==> src/rtl/line_err_sel.sv <==
// Line error selector: differential IR accumulation with TRACK/LOST hysteresis.
// Latency NCH+2 clocks from accepted ir_vld to err_vld.
// ir_vld arriving while busy is dropped and flagged by sticky overrun.
module line_err_sel #(
  parameter int NCH      = 4,
  parameter int DW       = 12,
  parameter int EW       = 16,
  parameter int LOSS_CNT = 3,
  parameter int ACQ_CNT  = 2
) (
  input  logic                clk,
  input  logic                rst,
  input  logic                ir_vld,
  input  logic [NCH*DW-1:0]   ir_l,
  input  logic [NCH*DW-1:0]   ir_r,
  input  logic [DW-1:0]       line_thresh,
  input  logic [EW-1:0]       err_opn_lp,
  output logic [EW-1:0]       error,
  output logic                err_vld,
  output logic                line_present,
  output logic                overrun
);

  // Accumulator holds sum of (R-L)<<k; |sum| < 2^(DW+NCH), so one sign bit suffices.
  localparam int AW = DW + NCH + 1;
  localparam int IW = (NCH > 1) ? $clog2(NCH) : 1;
  localparam int MW = (AW > EW) ? AW : EW;
  localparam logic signed [MW-1:0] SAT_MAX = {{(MW-EW+1){1'b0}}, {(EW-1){1'b1}}};
  localparam logic signed [MW-1:0] SAT_MIN = {{(MW-EW+1){1'b1}}, {(EW-1){1'b0}}};

  typedef enum logic [1:0] {IDLE, ACCUM, DONE} state_t;

  state_t                state;
  logic [NCH*DW-1:0]     cap_l;
  logic [NCH*DW-1:0]     cap_r;
  logic signed [AW-1:0]  acc;
  logic [IW-1:0]         idx;
  logic                  seen;
  logic [3:0]            loss_cnt;
  logic [3:0]            acq_cnt;

  logic [DW-1:0]         cur_l;
  logic [DW-1:0]         cur_r;
  logic signed [AW-1:0]  diff;
  logic signed [AW-1:0]  term;
  logic                  ch_seen;
  logic signed [MW-1:0]  acc_x;
  logic [EW-1:0]         sat;
  logic                  mode_nxt;
  logic [3:0]            loss_nxt;
  logic [3:0]            acq_nxt;

  // Per-channel contribution and threshold test for the channel selected by idx.
  always_comb begin
    cur_l   = cap_l[idx*DW +: DW];
    cur_r   = cap_r[idx*DW +: DW];
    diff    = $signed({{(AW-DW){1'b0}}, cur_r}) - $signed({{(AW-DW){1'b0}}, cur_l});
    term    = diff <<< idx;
    ch_seen = (cur_l > line_thresh) || (cur_r > line_thresh);
  end

  // Saturate the accumulated result into the EW-bit signed error range.
  always_comb begin
    acc_x = MW'(acc);
    if (acc_x > SAT_MAX)
      sat = SAT_MAX[EW-1:0];
    else if (acc_x < SAT_MIN)
      sat = SAT_MIN[EW-1:0];
    else
      sat = acc_x[EW-1:0];
  end

  // Mode hysteresis: the sample completing a count already uses the new mode.
  always_comb begin
    mode_nxt = line_present;
    loss_nxt = loss_cnt;
    acq_nxt  = acq_cnt;
    if (line_present) begin
      if (seen) begin
        loss_nxt = 4'd0;
      end else if (loss_cnt + 4'd1 == 4'(LOSS_CNT)) begin
        mode_nxt = 1'b0;
        loss_nxt = 4'd0;
      end else begin
        loss_nxt = loss_cnt + 4'd1;
      end
    end else begin
      if (!seen) begin
        acq_nxt = 4'd0;
      end else if (acq_cnt + 4'd1 == 4'(ACQ_CNT)) begin
        mode_nxt = 1'b1;
        acq_nxt  = 4'd0;
      end else begin
        acq_nxt = acq_cnt + 4'd1;
      end
    end
  end

  // Capture / accumulate / publish sequencer with registered outputs.
  always_ff @(posedge clk or posedge rst) begin
    if (rst) begin
      state        <= IDLE;
      cap_l        <= '0;
      cap_r        <= '0;
      acc          <= '0;
      idx          <= '0;
      seen         <= 1'b0;
      loss_cnt     <= 4'd0;
      acq_cnt      <= 4'd0;
      error        <= '0;
      err_vld      <= 1'b0;
      line_present <= 1'b0;
      overrun      <= 1'b0;
    end else begin
      err_vld <= 1'b0;
      if (ir_vld && state != IDLE)
        overrun <= 1'b1;
      case (state)
        IDLE: begin
          if (ir_vld) begin
            cap_l <= ir_l;
            cap_r <= ir_r;
            acc   <= '0;
            idx   <= '0;
            seen  <= 1'b0;
            state <= ACCUM;
          end
        end
        ACCUM: begin
          acc  <= acc + term;
          seen <= seen | ch_seen;
          if (idx == IW'(NCH - 1))
            state <= DONE;
          else
            idx <= idx + IW'(1);
        end
        DONE: begin
          line_present <= mode_nxt;
          loss_cnt     <= loss_nxt;
          acq_cnt      <= acq_nxt;
          error        <= mode_nxt ? sat : err_opn_lp;
          err_vld      <= 1'b1;
          state        <= IDLE;
        end
        default: state <= IDLE;
      endcase
    end
  end

endmodule

==> config.mk <==
export PLATFORM = sky130hd
export DESIGN_NAME = line_err_sel
export DESIGN_NICKNAME = d
export VERILOG_FILES = /design/src/rtl/line_err_sel.sv
export SDC_FILE = /design/constraint.sdc
export NUM_CORES = 1
export LEC_CHECK = 0
export ABC_CLOCK_PERIOD_IN_PS = 11750
export BUFFER_PORTS_ARGS = -buffer_cell sky130_fd_sc_hd__buf_2
export CORE_UTILIZATION = 35
export DETAILED_ROUTE_END_ITERATION = 12
export GPL_ROUTABILITY_DRIVEN = 0
export RECOVER_POWER = 25
export SLEW_MARGIN = 20
export SYNTH_ARGS = -nofsm -noshare
export SYNTH_HDL_FRONTEND = slang
export SYNTH_SLANG_ARGS = --single-unit
==> constraint.sdc <==
create_clock -name clk -period 11.75 [get_ports clk]
set_input_delay 2.35 -clock clk [delete_from_list [all_inputs] [get_ports clk]]
set_output_delay 2.35 -clock clk [all_outputs]
set_load 0.01 [all_outputs]
==> metrics.md, run 1 <==
| Metric | Value |
|---|---|
| Synth async-reset ratio | 100% |
| Post-synth design cell area | around 8600 µm² |
| Drt initial violations | 344 |
| Reg-to-Reg End | acc[14] |
| Routed met3 length | 1210 µm |
| Final number of max-transition violations | 94 |
| Area fraction of the dominant cell type after synthesis | 42.0% |
| Fraction of synthesized cell area in xor and xnor cells | 2.43% |
| Class of the most critical hold timing path | reg2reg |
| Total number of nets in the final design | 1085 |
| Post-Syn Nets | about 950 |
| Number of max-cap violations | 1 |
| DP HPWL | 14400 µm |
| DRC violations left | 0 |
| Dominant cell type by area after synthesis | sky130_fd_sc_hd__dfrtp_1 |
| Violated checks | max-capacitance violations, max-slew violations |
| CTS tree | done |
| Die area | 25300 µm² |
| Top Layer Used | met5 |
| Hold Crit Start | error[0] |
| Commonest cells post-synth | 145 x sky130_fd_sc_hd__dfrtp_1, 103 x sky130_fd_sc_hd__mux2_2, 61 x sky130_fd_sc_hd__nand2_1 |
| Max_slew headroom | -173% |
| Count of state elements after synthesis | 145 |
| RSZ-0062 raised after global routing | false |
| Via total after detailed routing | between 6000 and 7000 |
| Maximum count of clock buffers along a single path | 2 |
| Floorplan row count | 57 |
| Initial antenna violation count | 7 |
| Area growth syn-to-layout | 19.0% |
| Compound-cell area share of the yosys netlist | 13.4% |
| Max Fanout on Critical Path | 47 |
| EDFF count, synth | 0 |
| Number of setup buffers added after CTS | 0 |
| First drt pass iteration count | 4 |
| Adder and majority gate portion of the synthesized area | 8.84% |
| Die X-Extent | 159 µm |
| Depth of the most critical reg-to-reg path | 19 |
| Largest net degree at the start of global routing | 94 |
| Classification of the worst setup path | reg2reg |
| Post-synthesis mux area share | 21.7% |
| Average via count per standard cell | 5.03 |
| Average instance area after synthesis | around 11 µm² |
| Cell variety after synth | between 60 and 70 |
| WHS Path Cells | 2 |
| Count of final setup violators | 0 |
| Endpoint arrival time on the critical path | 5.60 ns |
| Layout cells sized above 1 | 35.5% |
| Number of global-route vias before repair | 6258 |
| Final hold violation count | 0 |
| Global Route Usage Sum | 16.4% |
| Internal reg-to-reg setup slack | 6.47 ns |
| Standard cell core area | around 24000 µm² |
| Post-route fraction of the period consumed by the critical path | approximately 45% |
| Worst Max-Slew Pin Slew | 4.07 ns |
| Drt total wl | 19900 µm |
| Overflow left after global routing | 0 |
| Highest clock frequency the design can meet | 189 MHz |
| Worst R2R Start | idx[0] |
| Clock H-tree levels | 4 |
| Worst endpoint required time | 12.07 ns |
| Final critical delay including setup and external delays | 5.28 ns |
| Wire length per cell | between 15 and 20 µm |
| Detailed-routed wire length on met2 | around 9100 µm |
| Most frequent cell after synthesis | sky130_fd_sc_hd__dfrtp_1 |
| Antenna Violating Nets Remaining | 0 |
| Final clock skew | 0.0132 ns |
| I/O pin total | 146 |
| Number of sinks on the clock net | 145 |
| Sequential element share of the synthesized area | 42.0% |
| WHS Endpoint | error[0] |
| Buffer cell driving the clock tree root | sky130_fd_sc_hd__clkbuf_16 |
| Later-pin clock latency in the skew report | 0.42 ns |
| Most used flip-flop cell after synthesis | sky130_fd_sc_hd__dfrtp_1 |
| Starting density of the core | 35.6% |
| Number of CTS-inserted buffers | 17 |
| Combinational family with the most area after synthesis | multiplexers |
| CP startpoint kind | register |
| Sum Neg Setup Slack | 0 ns |
| Kind of end point of the critical path | register |
| Leading post-synthesis cells by cell area | sky130_fd_sc_hd__dfrtp_1 42%, sky130_fd_sc_hd__mux2_2 13%, sky130_fd_sc_hd__ha_1 8.3%, sky130_fd_sc_hd__mux4_2 6.5%, sky130_fd_sc_hd__nand2_1 2.7% |
| Outcome | finished, violations left |
| Post-CTS sizing | 0 |
| Hold-fix buffers, CTS | 0 |
| Number of warnings printed during yosys synthesis | 0 |
| First-pass GRT wire length | 33400 µm |
| WL met1 | around 9400 µm |
| Cells after Synth | 761 |
| Port Buffers | 145 |
| Clock input transition at the sequential cells of the worst setup and hold paths | 0.06 ns |
| Height of the die | 159 µm |
| Synthesized-area fraction occupied by and/or/nand/nor cells | under 10% |
[worst max-delay path, cell delays in order (launching register included)]
cell and delay (ns):
sky130_fd_sc_hd__dfrtp_2 0.33, sky130_fd_sc_hd__buf_4 0.59, sky130_fd_sc_hd__mux4_2 0.61, sky130_fd_sc_hd__ha_1 0.25
sky130_fd_sc_hd__fa_1 0.42, sky130_fd_sc_hd__nor2b_1 0.26, sky130_fd_sc_hd__o2111ai_1 0.14, sky130_fd_sc_hd__nand2_1 0.11
sky130_fd_sc_hd__nand2_1 0.07, sky130_fd_sc_hd__o2bb2ai_1 0.16, sky130_fd_sc_hd__xnor2_1 0.15, sky130_fd_sc_hd__mux4_1 0.50
sky130_fd_sc_hd__ha_1 0.35, sky130_fd_sc_hd__a21oi_1 0.18, sky130_fd_sc_hd__o21ai_0 0.11, sky130_fd_sc_hd__a21oi_1 0.31
sky130_fd_sc_hd__o21ai_0 0.19, sky130_fd_sc_hd__nor4b_1 0.27, sky130_fd_sc_hd__a21oi_1 0.07, sky130_fd_sc_hd__o31ai_1 0.10
[kinds of logic after synthesis]
logic type	after synthesis
AO/OA/AOI/OAI	163
multiplexers	140
adder cells (fa/ha/maj)	60
flip-flops	145
buffers and inverters	83
AND/OR/NAND/NOR	146
XOR/XNOR	24
[cells in the final DEF, fill, tap and decap left out, types with 6 or more instances in the layout]
cell and count:
sky130_fd_sc_hd__buf_2 144, sky130_fd_sc_hd__dfrtp_1 143, sky130_fd_sc_hd__mux2_2 103, sky130_fd_sc_hd__nand2_1 61, sky130_fd_sc_hd__ha_1 57, sky130_fd_sc_hd__inv_1 51
sky130_fd_sc_hd__o21ai_0 44, sky130_fd_sc_hd__nor2_1 39, sky130_fd_sc_hd__a21oi_1 34, sky130_fd_sc_hd__mux4_2 25, sky130_fd_sc_hd__a21o_1 17, sky130_fd_sc_hd__clkbuf_16 17
sky130_fd_sc_hd__xnor2_1 13, sky130_fd_sc_hd__xor2_1 11, sky130_fd_sc_hd__mux2i_1 10, sky130_fd_sc_hd__nor3_1 10, sky130_fd_sc_hd__o221ai_1 9, sky130_fd_sc_hd__o21a_1 8
sky130_fd_sc_hd__nand2b_1 7, sky130_fd_sc_hd__nand4_1 7, sky130_fd_sc_hd__nor2b_1 6, sky130_fd_sc_hd__o221ai_2 6
[cell type report]
type,instances,area (µm²)
fill,2377,14000
multi-input combinational,533,4650
timing repair buffer,150,762
clock inverter,11,179
inverter,52,196
sequential,145,3630
clock buffer,21,440
tap,324,405
antenna,2,5.00
[layer usage]
metal / up-vias / global-route usage (%)
li1: 3061 / -
met5: - / 0
met3: 20 / 4.61
met2: 144 / 25.4
met4: 8 / 4.37
met1: 2998 / 22.6
[stage by stage]
step,util (%),hold slack [ns],setup WS [ns],cells,area (µm²)
after floorplan,-,0.475,5.51,761,8630
after global placement,39.9,0.457,6.64,1204,9680
after detailed placement,39.9,0.466,6.50,1204,9680
after CTS,42.5,0.481,6.47,1236,10300
after global routing,42.3,0.502,5.86,1237,10300
final,42.4,0.473,6.47,1238,10300
[registers in the layout, indices dropped and copies added (netlist names), 2 cells and up]
register / cells
error: 16
acc: 17
cap_r: 48
acq_cnt: 4
loss_cnt: 4
state: 2
idx: 2
cap_l: 48
[worst max-delay path by stage]
stage | startpoint | end | slack, ns | depth (start not counted)
6_report | idx[0] | acc[14] | 6.47 | 19
4_1_cts | idx[0] | acc[14] | 6.47 | 19
2_1_floorplan | rst | acc[0] | 5.51 | 1
5_1_grt | rst | idx[1] | 5.86 | 3
3_3_place_gp | idx[0] | acc[14] | 6.64 | 19
3_5_place_dp | idx[0] | acc[14] | 6.50 | 19
Power of run 1 is not shown: default switching activity piles up to over one toggle a cycle in this logic, so the estimate is an artifact.
==> inputs of run 2 (changes only) <==
Settings changed: ABC_CLOCK_PERIOD_IN_PS 11750 to 5400.
Clock period 11.75 ns to 5.4 ns, I/O delays scaled along.
==> metrics.md, run 2 (synthesis gave the netlist of run 1 again) <==
| Metric | Value |
|---|---|
| Number of setup buffers added after CTS | 0 |
| Overflow left after global routing | 0 |
| Final number of max-transition violations | 0 |
| Class of the most critical hold timing path | reg2reg |
| Floorplan row count | 57 |
| Largest net degree at the start of global routing | roughly 100 |
| Number of CTS-inserted buffers | 17 |
| Layout cells sized above 1 | 36.3% |
| CP delay by family, top | compound AO/OA/AOI/OAI gates |
| Internal reg-to-reg setup slack | slightly above 0.5 ns |
| Average via count per standard cell | 5.00 |
| Top Usage Layer GRT | met2 |
| Starting density of the core | approximately 36% |
| Total number of nets in the final design | 1089 |
| Critical-path top delay cell | sky130_fd_sc_hd__dfrtp_4 |
| Max Fanout on Critical Path | 15 |
| DP HPWL | about 15000 µm |
| Count of fill cells added during filler insertion | 2376 |
| Worst Max-Slew Pin Slew | 0.944 ns |
| Area taken by multi-input logic gates | 4680 µm² |
| CP startpoint kind | register |
| Endpoint arrival time on the critical path | 5.22 ns |
| First-pass GRT wire length | ~34000 µm |
| Area growth syn-to-layout | 19.0% |
| Highest clock frequency the design can meet | 204 MHz |
| Antenna Violating Nets Remaining | 0 |
| Via total after detailed routing | roughly 6200 |
| Post-route fraction of the period consumed by the critical path | 90.6% |
| WHS Endpoint | error[0] |
| Sum Neg Setup Slack | 0 ns |
| Reg-to-Reg End | acc[14] |
| Met2 global-route usage | 25.5% |
| Final critical delay including setup and external delays | 4.89 ns |
| Count of final setup violators | 0 |
| Worst Path Buf+Inv | 1 |
| Buffer cell driving the clock tree root | sky130_fd_sc_hd__clkbuf_16 |
| Maximum count of clock buffers along a single path | 2 |
| Height of the die | 159 µm |
| Depth of the most critical reg-to-reg path | 18 |
| DRC violations left | 0 |
| I/O pin total | 146 |
| Initial antenna violation count | 5 |
| WHS Path Cells | 2 |
| Port Buffers | 145 |
| Registers with the highest flip-flop counts | cap_l x48, cap_r x48, acc x17 |
| Worst R2R Start | idx[0] |
| Number of sinks on the clock net | 145 |
| Later-pin clock latency in the skew report | 0.42 ns |
| Cell repeated most along the worst path | sky130_fd_sc_hd__a21oi_1 |
| Largest stage delay, worst path | 0.61 ns |
| Storage cell area | 3630 µm² |
| Clock H-tree levels | 4 |
| Kind of end point of the critical path | register |
| Die X-Extent | 159 µm |
| Max_slew headroom | 37.1% |
| Final clock skew | 0.0115 ns |
| Hold Crit Start | error[0] |
| Global routing met1 resource utilization | 23.0% |
| CTS tree | done |
| Classification of the worst setup path | reg2reg |
| First drt pass iteration count | 4 |
| Wire length per cell | 16.0 µm |
| Clock input transition at the sequential cells of the worst setup and hold paths | 0.06 ns |
| Met3 Use GR | 4.19% |
| Global Route Usage Sum | 16.6% |
| Final hold violation count | 0 |
| Worst endpoint required time | 5.72 ns |
| Number of max-cap violations | 0 |
| Drt total wl | 19900 µm |
| Commonest non-fill, non-tap cells in the layout | 143 x sky130_fd_sc_hd__dfrtp_1, 143 x sky130_fd_sc_hd__buf_2, 103 x sky130_fd_sc_hd__mux2_2 |
| Number of global-route vias before repair | 6354 |
| RSZ-0062 raised after global routing | false |
| Die area | between 20000 and 30000 µm² |
| Standard cell core area | ~24000 µm² |
| Hold-fix buffers, CTS | 0 |
| Outcome | completed |
| Cells traversed along the worst timing path | buf_4, mux4_2, fa_1, nor2b_1, o2111ai_1, nand2_1, nand2_1, o2bb2ai_1, xnor2_1, mux4_1, ha_1, a21oi_1, o21ai_0, a21oi_1, o21ai_0, nor4b_1, a21oi_1, o31ai_1 |
| Worst setup startpoint | idx[0] |
| Drt initial violations | 307 |
==> run 2: changes by cell type in the layout (fill, tap and decap cells not counted), sizes merged <==
cell	previous run	this run
clkinvlp	3	2
bufinv	4	2
clkinv	3	5
clkbuf	22	21
buf	149	152
inv	53	55
==> run 2: cell type report <==
cell class / count / share of cell area [%]
Sequential cell: 145 / 35.3
Inverter: 52 / 1.95
Timing Repair Buffer: 154 / 7.69
Antenna cell: 2 / 0.0487
Tap cell: 324 / 3.94
Clock buffer: 19 / 4.21
Clock inverter: 12 / 1.30
Multi-Input combinational cell: 533 / 45.5
==> run 2: how the worst max path moves through the flow <==
stage / depth (start not counted) / endpoint
final: 18 / acc[14]
after global routing: 18 / acc[14]
after CTS: 18 / acc[14]
after detailed placement: 18 / acc[14]
after global placement: 18 / acc[14]
after floorplan: 1 / acc[0]
==> run 2: worst register-to-register path, cell delays in order (launching register included) <==
cell and delay, ns:
sky130_fd_sc_hd__dfrtp_4 0.61, sky130_fd_sc_hd__buf_4 0.28, sky130_fd_sc_hd__mux4_2 0.57, sky130_fd_sc_hd__fa_1 0.45, sky130_fd_sc_hd__nor2b_1 0.23, sky130_fd_sc_hd__o2111ai_1 0.13, sky130_fd_sc_hd__nand2_1 0.12, sky130_fd_sc_hd__nand2_1 0.08
sky130_fd_sc_hd__o2bb2ai_1 0.16, sky130_fd_sc_hd__xnor2_1 0.16, sky130_fd_sc_hd__mux4_1 0.50, sky130_fd_sc_hd__ha_1 0.34, sky130_fd_sc_hd__a21oi_1 0.19, sky130_fd_sc_hd__o21ai_0 0.10, sky130_fd_sc_hd__a21oi_1 0.27, sky130_fd_sc_hd__o21ai_0 0.17
sky130_fd_sc_hd__nor4b_1 0.27, sky130_fd_sc_hd__a21oi_1 0.07, sky130_fd_sc_hd__o31ai_1 0.10
==> run 2: metal layers <==
| layer | vias to the layer above | routed length, µm |
|---|---|---|
| met4 | 4 | 345 |
| met2 | 136 | 8870 |
| met1 | 2980 | 9730 |
| met3 | 25 | 927 |
| met5 | - | 27 |
| li1 | 3064 | - |
==> run 2: what timing repair did <==
| item | CTS | global route |
|---|---|---|
| gates resized for setup | 0 | 1 |
| endpoints found under the setup margin | 0 | 2 |
| hold endpoints to repair | 0 | 0 |
==> run 2: per-stage QoR <==
step	util, %	area, µm²	instances	hold WS (ns)	setup slack (ns)
4_1_cts	42.4	10300	1239	0.481	0.369
5_1_grt	42.4	10300	1240	0.506	0.0228
6_report	42.4	10300	1241	0.471	0.508
2_1_floorplan	-	8630	761	0.475	0.425
3_3_place_gp	40.0	9710	1208	0.460	0.529
3_5_place_dp	40.0	9710	1208	0.467	0.395
Power of run 2 is left out for the same reason.
